File: config.mk
export PLATFORM = sky130hd
export DESIGN_NAME = ssd_scan_driver
export DESIGN_NICKNAME = d
export VERILOG_FILES = /design/src/rtl/ssd_pkg.sv /design/src/rtl/bin2bcd_seq.sv /design/src/rtl/ssd_scan_driver.sv
export SDC_FILE = /design/constraint.sdc
export NUM_CORES = 1
export LEC_CHECK = 0
export CORE_MARGIN = 1.5
export CORE_UTILIZATION = 45
export CTS_CLUSTER_SIZE = 20
export DETAILED_ROUTE_END_ITERATION = 7
export PLACE_DENSITY = 0.66
export SLEW_MARGIN = 20
export SYNTH_ARGS = -nofsm -noshare
export SYNTH_HDL_FRONTEND = slang
export SYNTH_SLANG_ARGS = --single-unit
File: constraint.sdc
create_clock -name clk -period 3.6 [get_ports clk]
set_input_delay 0.72 -clock clk [delete_from_list [all_inputs] [get_ports clk]]
set_output_delay 0.72 -clock clk [all_outputs]
set_load 0.02 [all_outputs]
File: src/rtl/ssd_pkg.sv
// Shared definitions for the seven-segment scan driver: converter FSM
// encoding, display geometry and active-low segment patterns (gfedcba).
package ssd_pkg;

    localparam int DIGITS = 4;
    localparam int BIN_W  = 13;
    localparam int BCD_W  = 4 * DIGITS;

    typedef enum logic [1:0] {
        IDLE  = 2'd0,
        SHIFT = 2'd1,
        LATCH = 2'd2
    } conv_state_t;

    localparam logic [6:0] SEG_0    = 7'b1000000;
    localparam logic [6:0] SEG_1    = 7'b1111001;
    localparam logic [6:0] SEG_2    = 7'b0100100;
    localparam logic [6:0] SEG_3    = 7'b0110000;
    localparam logic [6:0] SEG_4    = 7'b0011001;
    localparam logic [6:0] SEG_5    = 7'b0010010;
    localparam logic [6:0] SEG_6    = 7'b0000010;
    localparam logic [6:0] SEG_7    = 7'b1111000;
    localparam logic [6:0] SEG_8    = 7'b0000000;
    localparam logic [6:0] SEG_9    = 7'b0010000;
    localparam logic [6:0] SEG_DASH = 7'b0111111;
    localparam logic [6:0] SEG_OFF  = 7'b1111111;

    // Non-decimal nibbles cannot occur from a 13-bit source; show a dash
    // so a corrupted value is visible rather than silently wrong.
    function automatic logic [6:0] seg_decode(input logic [3:0] nib);
        logic [6:0] seg;
        case (nib)
            4'd0:    seg = SEG_0;
            4'd1:    seg = SEG_1;
            4'd2:    seg = SEG_2;
            4'd3:    seg = SEG_3;
            4'd4:    seg = SEG_4;
            4'd5:    seg = SEG_5;
            4'd6:    seg = SEG_6;
            4'd7:    seg = SEG_7;
            4'd8:    seg = SEG_8;
            4'd9:    seg = SEG_9;
            default: seg = SEG_DASH;
        endcase
        return seg;
    endfunction

endpackage

File: src/rtl/bin2bcd_seq.sv
// Sequential double-dabble converter. Runs continuously: one IDLE cycle
// captures the input, 13 SHIFT cycles convert, one LATCH cycle publishes
// the result, giving a fixed 15-cycle period.
module bin2bcd_seq
    import ssd_pkg::*;
(
    input  logic             clk,
    input  logic             rst,
    input  logic [BIN_W-1:0] value,
    output logic [BCD_W-1:0] bcd_out,
    output logic             done
);

    conv_state_t      state;
    conv_state_t      state_next;
    logic [BIN_W-1:0] bin_sr;
    logic [BCD_W-1:0] bcd_acc;
    logic [3:0]       iter;

    // Add 3 to every nibble >= 5 so the following left shift carries
    // correctly into the next decimal digit.
    function automatic logic [BCD_W-1:0] bcd_adjust(input logic [BCD_W-1:0] b);
        logic [BCD_W-1:0] r;
        logic [3:0]       nib;
        r = b;
        for (int i = 0; i < DIGITS; i++) begin
            nib = b[4*i +: 4];
            if (nib >= 4'd5) begin
                nib = nib + 4'd3;
            end
            r[4*i +: 4] = nib;
        end
        return r;
    endfunction

    // State register.
    always_ff @(posedge clk or negedge rst) begin
        if (!rst) begin
            state <= IDLE;
        end else begin
            state <= state_next;
        end
    end

    // Next-state logic: IDLE and LATCH last one cycle, SHIFT runs 13 times.
    always_comb begin
        state_next = state;
        case (state)
            IDLE:    state_next = SHIFT;
            SHIFT:   state_next = (iter == 4'd12) ? LATCH : SHIFT;
            LATCH:   state_next = IDLE;
            default: state_next = IDLE;
        endcase
    end

    // Work registers, published result and the done pulse that marks it.
    always_ff @(posedge clk or negedge rst) begin
        if (!rst) begin
            bin_sr  <= '0;
            bcd_acc <= '0;
            iter    <= '0;
            bcd_out <= '0;
            done    <= 1'b0;
        end else begin
            done <= (state == LATCH);
            case (state)
                IDLE: begin
                    bin_sr  <= value;
                    bcd_acc <= '0;
                    iter    <= '0;
                end
                SHIFT: begin
                    {bcd_acc, bin_sr} <= {bcd_adjust(bcd_acc), bin_sr} << 1;
                    iter              <= iter + 4'd1;
                end
                LATCH: begin
                    bcd_out <= bcd_acc;
                end
                default: begin
                    bin_sr <= bin_sr;
                end
            endcase
        end
    end

endmodule

File: src/rtl/ssd_scan_driver.sv
// Four-digit common-anode seven-segment driver for the Nexys A7. Converts
// the 13-bit debug value to BCD and scans one digit at a time, optionally
// blanking leading zeros. Anodes, cathodes and dp are all active-low.
module ssd_scan_driver
    import ssd_pkg::*;
#(
    parameter int REFRESH_CNT = 100000,
    parameter int BLANK_LZ    = 1
) (
    input  logic        clk,
    input  logic        rst,
    input  logic [12:0] value,
    output logic [15:0] bcd_out,
    output logic        done,
    output logic [3:0]  anode,
    output logic [6:0]  cathode,
    output logic        dp
);

    localparam int CNT_W = (REFRESH_CNT > 2) ? $clog2(REFRESH_CNT) : 1;

    logic [CNT_W-1:0]  refresh_cnt;
    logic [1:0]        digit_idx;
    logic [DIGITS-1:0] blank_mask;
    logic [3:0]        digit_nib;

    bin2bcd_seq u_conv (
        .clk     (clk),
        .rst     (rst),
        .value   (value),
        .bcd_out (bcd_out),
        .done    (done)
    );

    // Refresh timer: each digit stays lit for REFRESH_CNT cycles.
    always_ff @(posedge clk or negedge rst) begin
        if (!rst) begin
            refresh_cnt <= '0;
            digit_idx   <= 2'd0;
        end else if (refresh_cnt == CNT_W'(REFRESH_CNT - 1)) begin
            refresh_cnt <= '0;
            digit_idx   <= digit_idx + 2'd1;
        end else begin
            refresh_cnt <= refresh_cnt + CNT_W'(1);
        end
    end

    // Leading-zero mask: a digit blanks when it and every higher digit are
    // zero; the units digit always shows.
    always_comb begin
        logic higher_zero;
        blank_mask  = '0;
        higher_zero = 1'b1;
        for (int i = DIGITS - 1; i >= 1; i--) begin
            higher_zero   = higher_zero && (bcd_out[4*i +: 4] == 4'd0);
            blank_mask[i] = (BLANK_LZ != 0) && higher_zero;
        end
    end

    assign digit_nib = bcd_out[4*digit_idx +: 4];
    assign dp        = 1'b1;

    // Registered pin drive for the currently selected digit.
    always_ff @(posedge clk or negedge rst) begin
        if (!rst) begin
            anode   <= 4'b1111;
            cathode <= SEG_OFF;
        end else if (blank_mask[digit_idx]) begin
            anode   <= 4'b1111;
            cathode <= SEG_OFF;
        end else begin
            anode   <= ~(4'b0001 << digit_idx);
            cathode <= seg_decode(digit_nib);
        end
    end

endmodule
# == Word level (Yosys, flattened, before mapping) ==
# Memories as Yosys holds them, arrays and structs flattened.
# Cells that the tools add are included.
# word_totals
n_memories,1
elab_cells,51
reg_bits,82
out_inout_bits,29
rom_bits,112
# classes
eq_ne,4
n_reduce_logical,7
n_addsub,7
n_bitwise,1
shift,2
mux,14
n_lt_le_gt_ge,5
# memory_table
name,words,word_bits,read_ports,rd_clocked_by_memory_dff,wr,line,rtl
(name not given),16,7,1,0,0,ssd_pkg.sv:32,case (nib)
# ops
op,count
16-bit case mux with 2 select lines,1
13-bit case mux with 2 select lines,1
17-bit by 1-bit adder with 17-bit output (second input constant),1
17-bit == test (second input constant),1
17-bit 2-to-1 mux,1
4-bit by 3-bit >= comparator with 1-bit output (second input constant),4
4-bit 2-to-1 mux,4
16-bit by 5-bit indexed part select with 4-bit output,1
4-bit by 2-bit adder with 4-bit output (second input constant),3
4-bit zero test,3
4-bit case mux with 2 select lines,1
7-bit 2-to-1 mux,1
4-bit by 1-bit adder with 4-bit output (second input constant),1
4-bit == test (second input constant),1
4-bit inverter,1
2-bit case mux with 2 select lines,1
1-bit by 2-bit left shift with 4-bit output (first input constant),1
3-bit by 2-bit adder with 3-bit output (second input constant),1
2-bit by 3-bit less-than comparator with 1-bit output (second input constant),1
3-bit 2-to-1 mux,1
2-bit by 1-bit adder with 2-bit output (second input constant),1
1-bit binary-select mux with 2-bit select,1
2-bit by 1-bit == test with 1-bit output (second input constant),1
2-bit == test (second input constant),1
other kinds (5),6

# == Logic depth before layout (Yosys ltp) ==
# Gate-level depths: netlist of run 1.
# logic_depth
ltp_word,6
depth_mapped,8
mapped_depth_nobuf,7

# == Hierarchy ==
# From an unflattened synthesis of run 1, not the netlist that was laid out.
# unflattened
hier_cells,388
area_unflattened_um2,4135.2
# by_module_without_submodules
mod,area_each_um2,n_inst,seq_area_each_um2,cells_each
bin2bcd_seq,2523.7,1,1301.2,238
ssd_scan_driver,1611.5,1,764.5,150

# == Least setup slack after synthesis of run 1 ==
# OpenSTA, ideal clock, no wires.
# synth_path
path_kind,register -> register
start,register digit_idx[0]
end,register cathode[3]
path_slack_ps,1852
path_stages_with_launch,8
required_time_ps,3528
arrival_time_ps,1676
path_buffers,1
setup_ps,72
path_cell_list,dfrtp_1 > buf_2 > mux4_2 > inv_1 > ha_1 > inv_1 > a21oi_1 > o21ai_1
# synth_via
elab_chain_len,3
word_cells_on_any_way,5
classes_between,shift: 1; mux: 3; memory: 1
# synth_rtl
item,line,rtl
"start, declared",ssd_scan_driver.sv:23,logic [1:0] digit_idx;
"start signal, assigned",ssd_scan_driver.sv:42,digit_idx <= digit_idx + 2'd1;
16-bit by 5-bit indexed part select with 4-bit output / 1-bit binary-select mux with 2-bit select (equally long branches),"ssd_scan_driver.sv:60, ssd_scan_driver.sv:68",
memory read 16 x 7 bit / 1-bit 2-to-1 mux (equally long branches),--,
7-bit 2-to-1 mux *,ssd_scan_driver.sv:68,end else if (blank_mask[digit_idx]) begin
"end signal, assigned",ssd_scan_driver.sv:73,cathode <= seg_decode(digit_nib);
"end, declared",ssd_scan_driver.sv:16,"output logic [6:0] cathode,"
# Mark *: on every way between the ends. The rest lies on a longest branch, timed or not. The select of a mux whose other input is x is not followed.
# A chain may end at the register's enable or synchronous reset.

# == Final worst setup path of run 1 ==
# layout_path
start,register cathode[6]
end,output cathode[6]
# No word-level cell between the ends.

==> results of run 1 <==
-- per-layer routing --
metal | share of wire | up-vias | track usage | wire (um)
met5 | 0 | - | 0 | 0
met4 | 0.016 | 0 | 0.0725 | 118
met3 | 0.030 | 11 | 0.0331 | 223
met2 | 0.48 | 49 | 0.278 | 3500
met1 | 0.48 | 1336 | 0.215 | 3480
li1 | - | 1371 | - | -
-- worst paths after layout --
path	cells past startpoint	slack [ns]	to	start
max	1	1.43	cathode[6]	cathode[6]$_DFF_PN1_
min	1	0.39	u_conv.done$_DFF_PN0_	rst
max reg2reg	7	1.69	cathode[0]$_DFF_PN1_	digit_idx[0]$_DFFE_PN0N_
min reg2reg	2	0.48	u_conv.bin_sr[1]$_DFFE_PN0P_	u_conv.bin_sr[1]$_DFFE_PN0P_
max in group asynchronous	1	2.70	u_conv.bin_sr[5]$_DFFE_PN0P_	rst
min in group clk	2	0.48	u_conv.bin_sr[1]$_DFFE_PN0P_	u_conv.bin_sr[1]$_DFFE_PN0P_
-- metrics by stage --
stage                     instances  hold WS [ns]  area (sq um)
after global routing            533         0.468          4720
after detailed placement        517         0.472          4500
after CTS                       533         0.489          4720
after floorplan                 382         0.424          4010
after global placement          517         0.463          4500
final                           533         0.389          4720
-- cell type report --
| type | count | area share |
|---|---|---|
| Sequential cell | 82 | 0.438 |
| Multi-Input combinational cell | 259 | 0.376 |
| Timing Repair Buffer | 44 | 0.0925 |
| Clock buffer | 15 | 0.0395 |
| Tap cell | 108 | 0.0286 |
| Inverter | 24 | 0.0191 |
| Clock inverter | 1 | 0.00636 |
-- logic make-up (layout without fill, tap and decap cells) --
kind of cell,after synthesis,count (layout)
other,1,1
XOR/XNOR,21,21
AND/OR/NAND/NOR,114,114
AO/OA/AOI/OAI,74,74
multiplexers,28,28
buffers and inverters,41,84
flip-flops,82,82
adder cells (fa/ha/maj),21,21
-- flip-flops by register name (all words and copies together), names as in the netlist --
| register | count |
|---|---|
| refresh_cnt | 17 |
| cathode | 7 |
| u_conv.iter | 4 |
| u_conv.done | 1 |
| u_conv.bcd_out | 16 |
| u_conv.bin_sr | 13 |
| digit_idx | 2 |
| anode | 4 |
| u_conv.state | 2 |
| u_conv.bcd_acc | 16 |
-- power groups by stage --
stage	clock (mW)	sequential (mW)	combinational (mW)
after floorplan	0	1.25	0.223
after global placement	0	1.15	0.591
after detailed placement	0	1.15	0.596
after CTS	0.736	1.13	0.600
after global routing	0.772	1.15	0.648
final	0.709	1.14	0.592
-- placed cells by master (no fill, tap or decap), drive strengths merged, types with 2 or more instances in the layout --
master | netlist | routed
mux4 | 4 | 4
o21ai | 45 | 45
nor2 | 16 | 16
inv | 24 | 24
dfrtp | 71 | 71
nor2b | 3 | 3
clkdlybuf4s50 | 0 | 41
mux2i | 13 | 13
nor4 | 2 | 2
mux2 | 11 | 11
or2 | 3 | 3
o31ai | 6 | 6
xor2 | 5 | 5
a21oi | 12 | 12
nor3 | 5 | 5
a22o | 6 | 6
nand2 | 58 | 58
xnor2 | 16 | 16
or4 | 3 | 3
buf | 7 | 3
clkbuf | 10 | 15
nand2b | 8 | 8
nand3 | 7 | 7
nand4 | 5 | 5
dfstp | 11 | 11
ha | 21 | 21
==> flow_summary.toml, run 1 <==
[detailed_routing]
wirelength_mm = 7.33
drtAntennaViolNets = 0
post_drt_via_cell_ratio = 5.19
drc_errors = 0
dr.pass1.iters = 5
drtIter0Drc = 105
wl_per_cell_um = 13.8
route.vias.total = 2767

[floorplan]
core.rowCount = 34
die_area_sq_um = 9480
start_util = 0.462
die_h_um = 97.4
core_area_sq_um = 8680
io_pins = 44
fp.dieW_um = 97.4

[setup_path]
crit_fanout = 1
crit_required_ns = 2.88
criticalPathCategory = "flip-flop to output pin"
worstPathCellList = "clkdlybuf4s50_1"
critPathSlowestCell = "clkdlybuf4s50_1"
crit_family = "buffers and inverters"
cp-start-kind = "flip-flop"
max_stage_delay_ns = 0.59
critPathBufInv = 1
critical_path_arrival_ns = 1.45
setup.worst_path.end_class = "output pin"

[clock_tree]
cts_resized = 0
clk_pin_slew_worst_paths_ns = 0.08
h-tree-depth = 3
cts_sinks = 82
clk_path_buf_depth = 2
post_cts_buffers = 0
cts_tree = "done"
ctsHoldBuffers = 0
clk-insertion-delay-late_ns = 0.35
clock_tree.root_cell = "clkbuf_8"
cts_inserted_buffers = 9

[synthesis]
synth_mux_area_frac = 0.0859
netlist_instances = 382
yosysTopAreaCellShare = 0.443
async_flop_share = 1.00
synth_edf_count = 0
synthTopCellsByArea = "dfrtp_1, dfstp_2, ha_1"
synthSimpleGateAreaFrac = 0.138
yosys_most_used_dff = "dfrtp_1"
ys_ff_latch = 82
synth_seq_area_share = 0.515
synth_area_sq_um = 4010
synth_top_family_by_area = "simple AND/OR/NAND/NOR gates"
syn_area_per_cell_sq_um = 10.5
syn_nets = 418
synth-compound-area-share = 0.106
yosysTopAreaCell = "dfrtp_1"
synth-xor-area-share = 0.0459
yosysWarnings = 0
synth-adder-area-share = 0.0656
yosysMostFrequentCell = "dfrtp_1"
synth_cell_type_count = 43
synth_common_cells = "dfrtp_1, nand2_1, o21ai_0"

[timing]
min_period_over_period = 0.603
fmax_ghz = 0.461
worst_slew_margin_rel = 0.369
rsz0062_at_grt = "no"
post-route-min-period_ns = 2.17
worstMarginPinSlew_ns = 0.946
fin_skew_ns = 0.0142
finalSetupTns_ns = 0
setup_viol = 0
slew_violations = 0
layout_setup_ws_ns = 1.43
finalHoldViolCount = 0

[power_and_ir_drop]
worst_ir_drop_vdd_uv = 206
p_comb_frac = 0.243
seqPwrFrac = 0.466
p_clk_frac = 0.291
p_leak_nw = 2.13
cellInternalPower_mw = 1.73
swShare = 0.288
switching_power_mw = 0.703
total_power_mw = 2.44
power_density_nw_per_um2 = 516

[grt]
grt_pass1_wl_mm = 13.1
grt_max_degree = 83
grt.overflow.total = 0
grt_pass1_vias = 2780
grt_util_all_layers = 0.168
antenna_found_initial = 0

[final_layout]
antenna_cells = 0
multi_input_area_sq_um = 1780
final_nets = 456
syn_to_final_growth_pct = 17.8
seq_area_sq_um = 2070
n_fill_cell = 776
fin_util = 0.544
layout-drive-gt1-share = 0.115

[status]
outcome = "finished, final reports clean"

[flow_run]
maxCapViolCount = 0

[min_path]
hp-class = "primary input to async pin"

[placed_design]
dp_slack_ns = 1.68
io_buffers = 42
dp_hpwl_mm = 4.87
gp_congestion = 0.770
(Power assumes the default switching activity.)
==> run 2, diff against run 1 <==
--- a/config.mk
+++ b/config.mk
@@ -9,7 +9,7 @@
 export CORE_UTILIZATION = 45
 export CTS_CLUSTER_SIZE = 20
 export DETAILED_ROUTE_END_ITERATION = 7
-export PLACE_DENSITY = 0.66
+export PLACE_DENSITY = 0.69
 export SLEW_MARGIN = 20
 export SYNTH_ARGS = -nofsm -noshare
 export SYNTH_HDL_FRONTEND = slang
==> constraint.sdc (replaced) <==
create_clock -name clk -period 1.9 [get_ports clk]
set_input_delay 0.38 -clock clk [delete_from_list [all_inputs] [get_ports clk]]
set_output_delay 0.38 -clock clk [all_outputs]
set_load 0.02 [all_outputs]
==> flow_summary.toml, run 2 (synthesis gave the netlist of run 1 again) <==
[clock_tree]
clock_tree.root_cell = "clkbuf_8"
clk_path_buf_depth = 2
cts_tree = "done"
cts_sinks = 82
clk_pin_slew_worst_paths_ns = 0.08
h-tree-depth = 3
clk-insertion-delay-late_ns = 0.35
cts_inserted_buffers = 9

[setup_path]
path_depth = 1
critical_path_arrival_ns = 1.45
crit_fanout = 1
crit_required_ns = 1.52
criticalPathCategory = "flip-flop to output pin"
cp-start-kind = "flip-flop"
r2r-start = "digit_idx[0]$_DFFE_PN0N_"
r2r.worst_path.cells = 6
critPathSlowestCell = "clkdlybuf4s50_1"
crit_family = "buffers and inverters"
crit_start = "cathode[4]$_DFF_PN1_"
r2r_setup_slack_ns = 0.16
timing.rr.end = "cathode[3]$_DFF_PN1_"
max_stage_delay_ns = 0.59
worstPathCellList = "clkdlybuf4s50_1"
setup.worst_path.end_class = "output pin"
critPathBufInv = 1

[final_layout]
final_common_cell = "dfrtp_1"
multi_input_area_sq_um = 1780
largest_reg_flops = 17
largest-register = "refresh_cnt"
layout-drive-gt1-share = 0.139
n_fill_cell = 769
seq_area_sq_um = 2070
antenna_cells = 0
final_cell_area_sq_um = 4770
syn_to_final_growth_pct = 18.9
final_nets = 466
reg.largest.list = "refresh_cnt x17, u_conv.bcd_acc x16, u_conv.bcd_out x16"
final_cell_mix = "dfrtp_1, nand2_1, clkdlybuf4s50_1"

[timing]
fin_skew_ns = 0.0123
slew_violations = 0
min_period_over_period = 0.966
finalSetupTns_ns = 0
post-route-min-period_ns = 1.83
hold_ws_ns = 0.478
setup_viol = 0
finalHoldViolCount = 0
fmax_ghz = 0.545
rsz0062_at_grt = "no"

[detailed_routing]
drtAntennaViolNets = 0
met2_length_mm = 3.47
routed.top_layer = "met4"
wirelength_mm = 7.29
route.vias.total = 2805
dr.pass1.iters = 5
dr_wl_met3_um = 261
wl_per_cell_um = 13.5
drt-met1-wl_mm = 3.43
post_drt_via_cell_ratio = 5.18
drc_errors = 0
drtIter0Drc = 83

[power_and_ir_drop]
p_clk_frac = 0.245
power_density_nw_per_um2 = 915
swShare = 0.305
worst_ir_drop_vdd_uv = 390
cellInternalPower_mw = 3.03
seqPwrFrac = 0.494
p_comb_frac = 0.260
p_leak_nw = 2.16
switching_power_mw = 1.33

[grt]
grt_max_degree = 43
grt_pass1_wl_mm = 13.3
grt_util_all_layers = 0.172
antenna_found_initial = 0
grt_pass1_vias = 2775
grt.overflow.total = 0

[status]
outcome = "finished, final reports clean"

[placed_design]
gp_congestion = 0.821
dp_hpwl_mm = 5.27
io_buffers = 42
dpl-instance-area_sq_um = 4590

[floorplan]
start_util = 0.462
core.rowCount = 34
core_area_sq_um = 8680
die_area_sq_um = 9480
die_h_um = 97.4
io_pins = 44
fp.dieW_um = 97.4

[min_path]
hp-class = "primary input to async pin"

[flow_run]
maxCapViolCount = 0
[run 2: changes by cell type in the layout (fill, tap and decap cells not counted), sizes merged]
| cell | change |
|---|---|
| buf | +9 |
| clkbuf | -4 |
| clkinv | +2 |
| bufinv | -1 |
| clkinvlp | +1 |
| dlygate4sd3 | +1 |
[run 2: layout make-up]
class,instances,area share
multi-input combinational,259,0.373
sequential,82,0.434
clock buffer,11,0.0297
timing repair buffer,54,0.112
clock inverter,3,0.00368
inverter,24,0.0189
tap,108,0.0284
[run 2: through the flow]
stage,total power [mW],util,std cells,setup slack [ns]
2_1_floorplan,2.78,-,382,0.152
3_3_place_gp,3.30,0.529,526,0.127
3_5_place_dp,3.33,0.529,526,0.0471
4_1_cts,4.41,0.549,541,0.0292
5_1_grt,4.62,0.549,541,0.00925
6_report,4.36,0.549,541,0.0653
[run 2: repair_timing]
item | CTS | global route
hold buffers | 1 | 0
gates resized for setup | 0 | 3
hold endpoints to repair | 13 | 0
buffers inserted | 0 | 0
endpoints found under the setup margin | 0 | 7
[run 2: layer usage]
metal  GRT usage  vias up
li1            -     1387
met1       0.237     1352
met2       0.268       54
met3      0.0396       12
met4      0.0648        0
met5           0        -
[run 2: power by group through the flow]
stage          logic, mW  registers [mW]  clock network, mW
3_5_place_dp        1.14            2.19                  0
5_1_grt             1.23            2.19               1.20
4_1_cts             1.14            2.16               1.11
2_1_floorplan      0.423            2.36                  0
6_report            1.14            2.15               1.07
3_3_place_gp        1.12            2.18                  0
[run 2: worst max-delay path by stage]
stage | end | slack, ns
2_1_floorplan | cathode[3]$_DFF_PN1_ | 0.15
3_3_place_gp | cathode[3]$_DFF_PN1_ | 0.13
3_5_place_dp | cathode[3]$_DFF_PN1_ | 0.05
4_1_cts | cathode[3]$_DFF_PN1_ | 0.03
5_1_grt | cathode[3] | 0.009
6_report | cathode[4] | 0.07
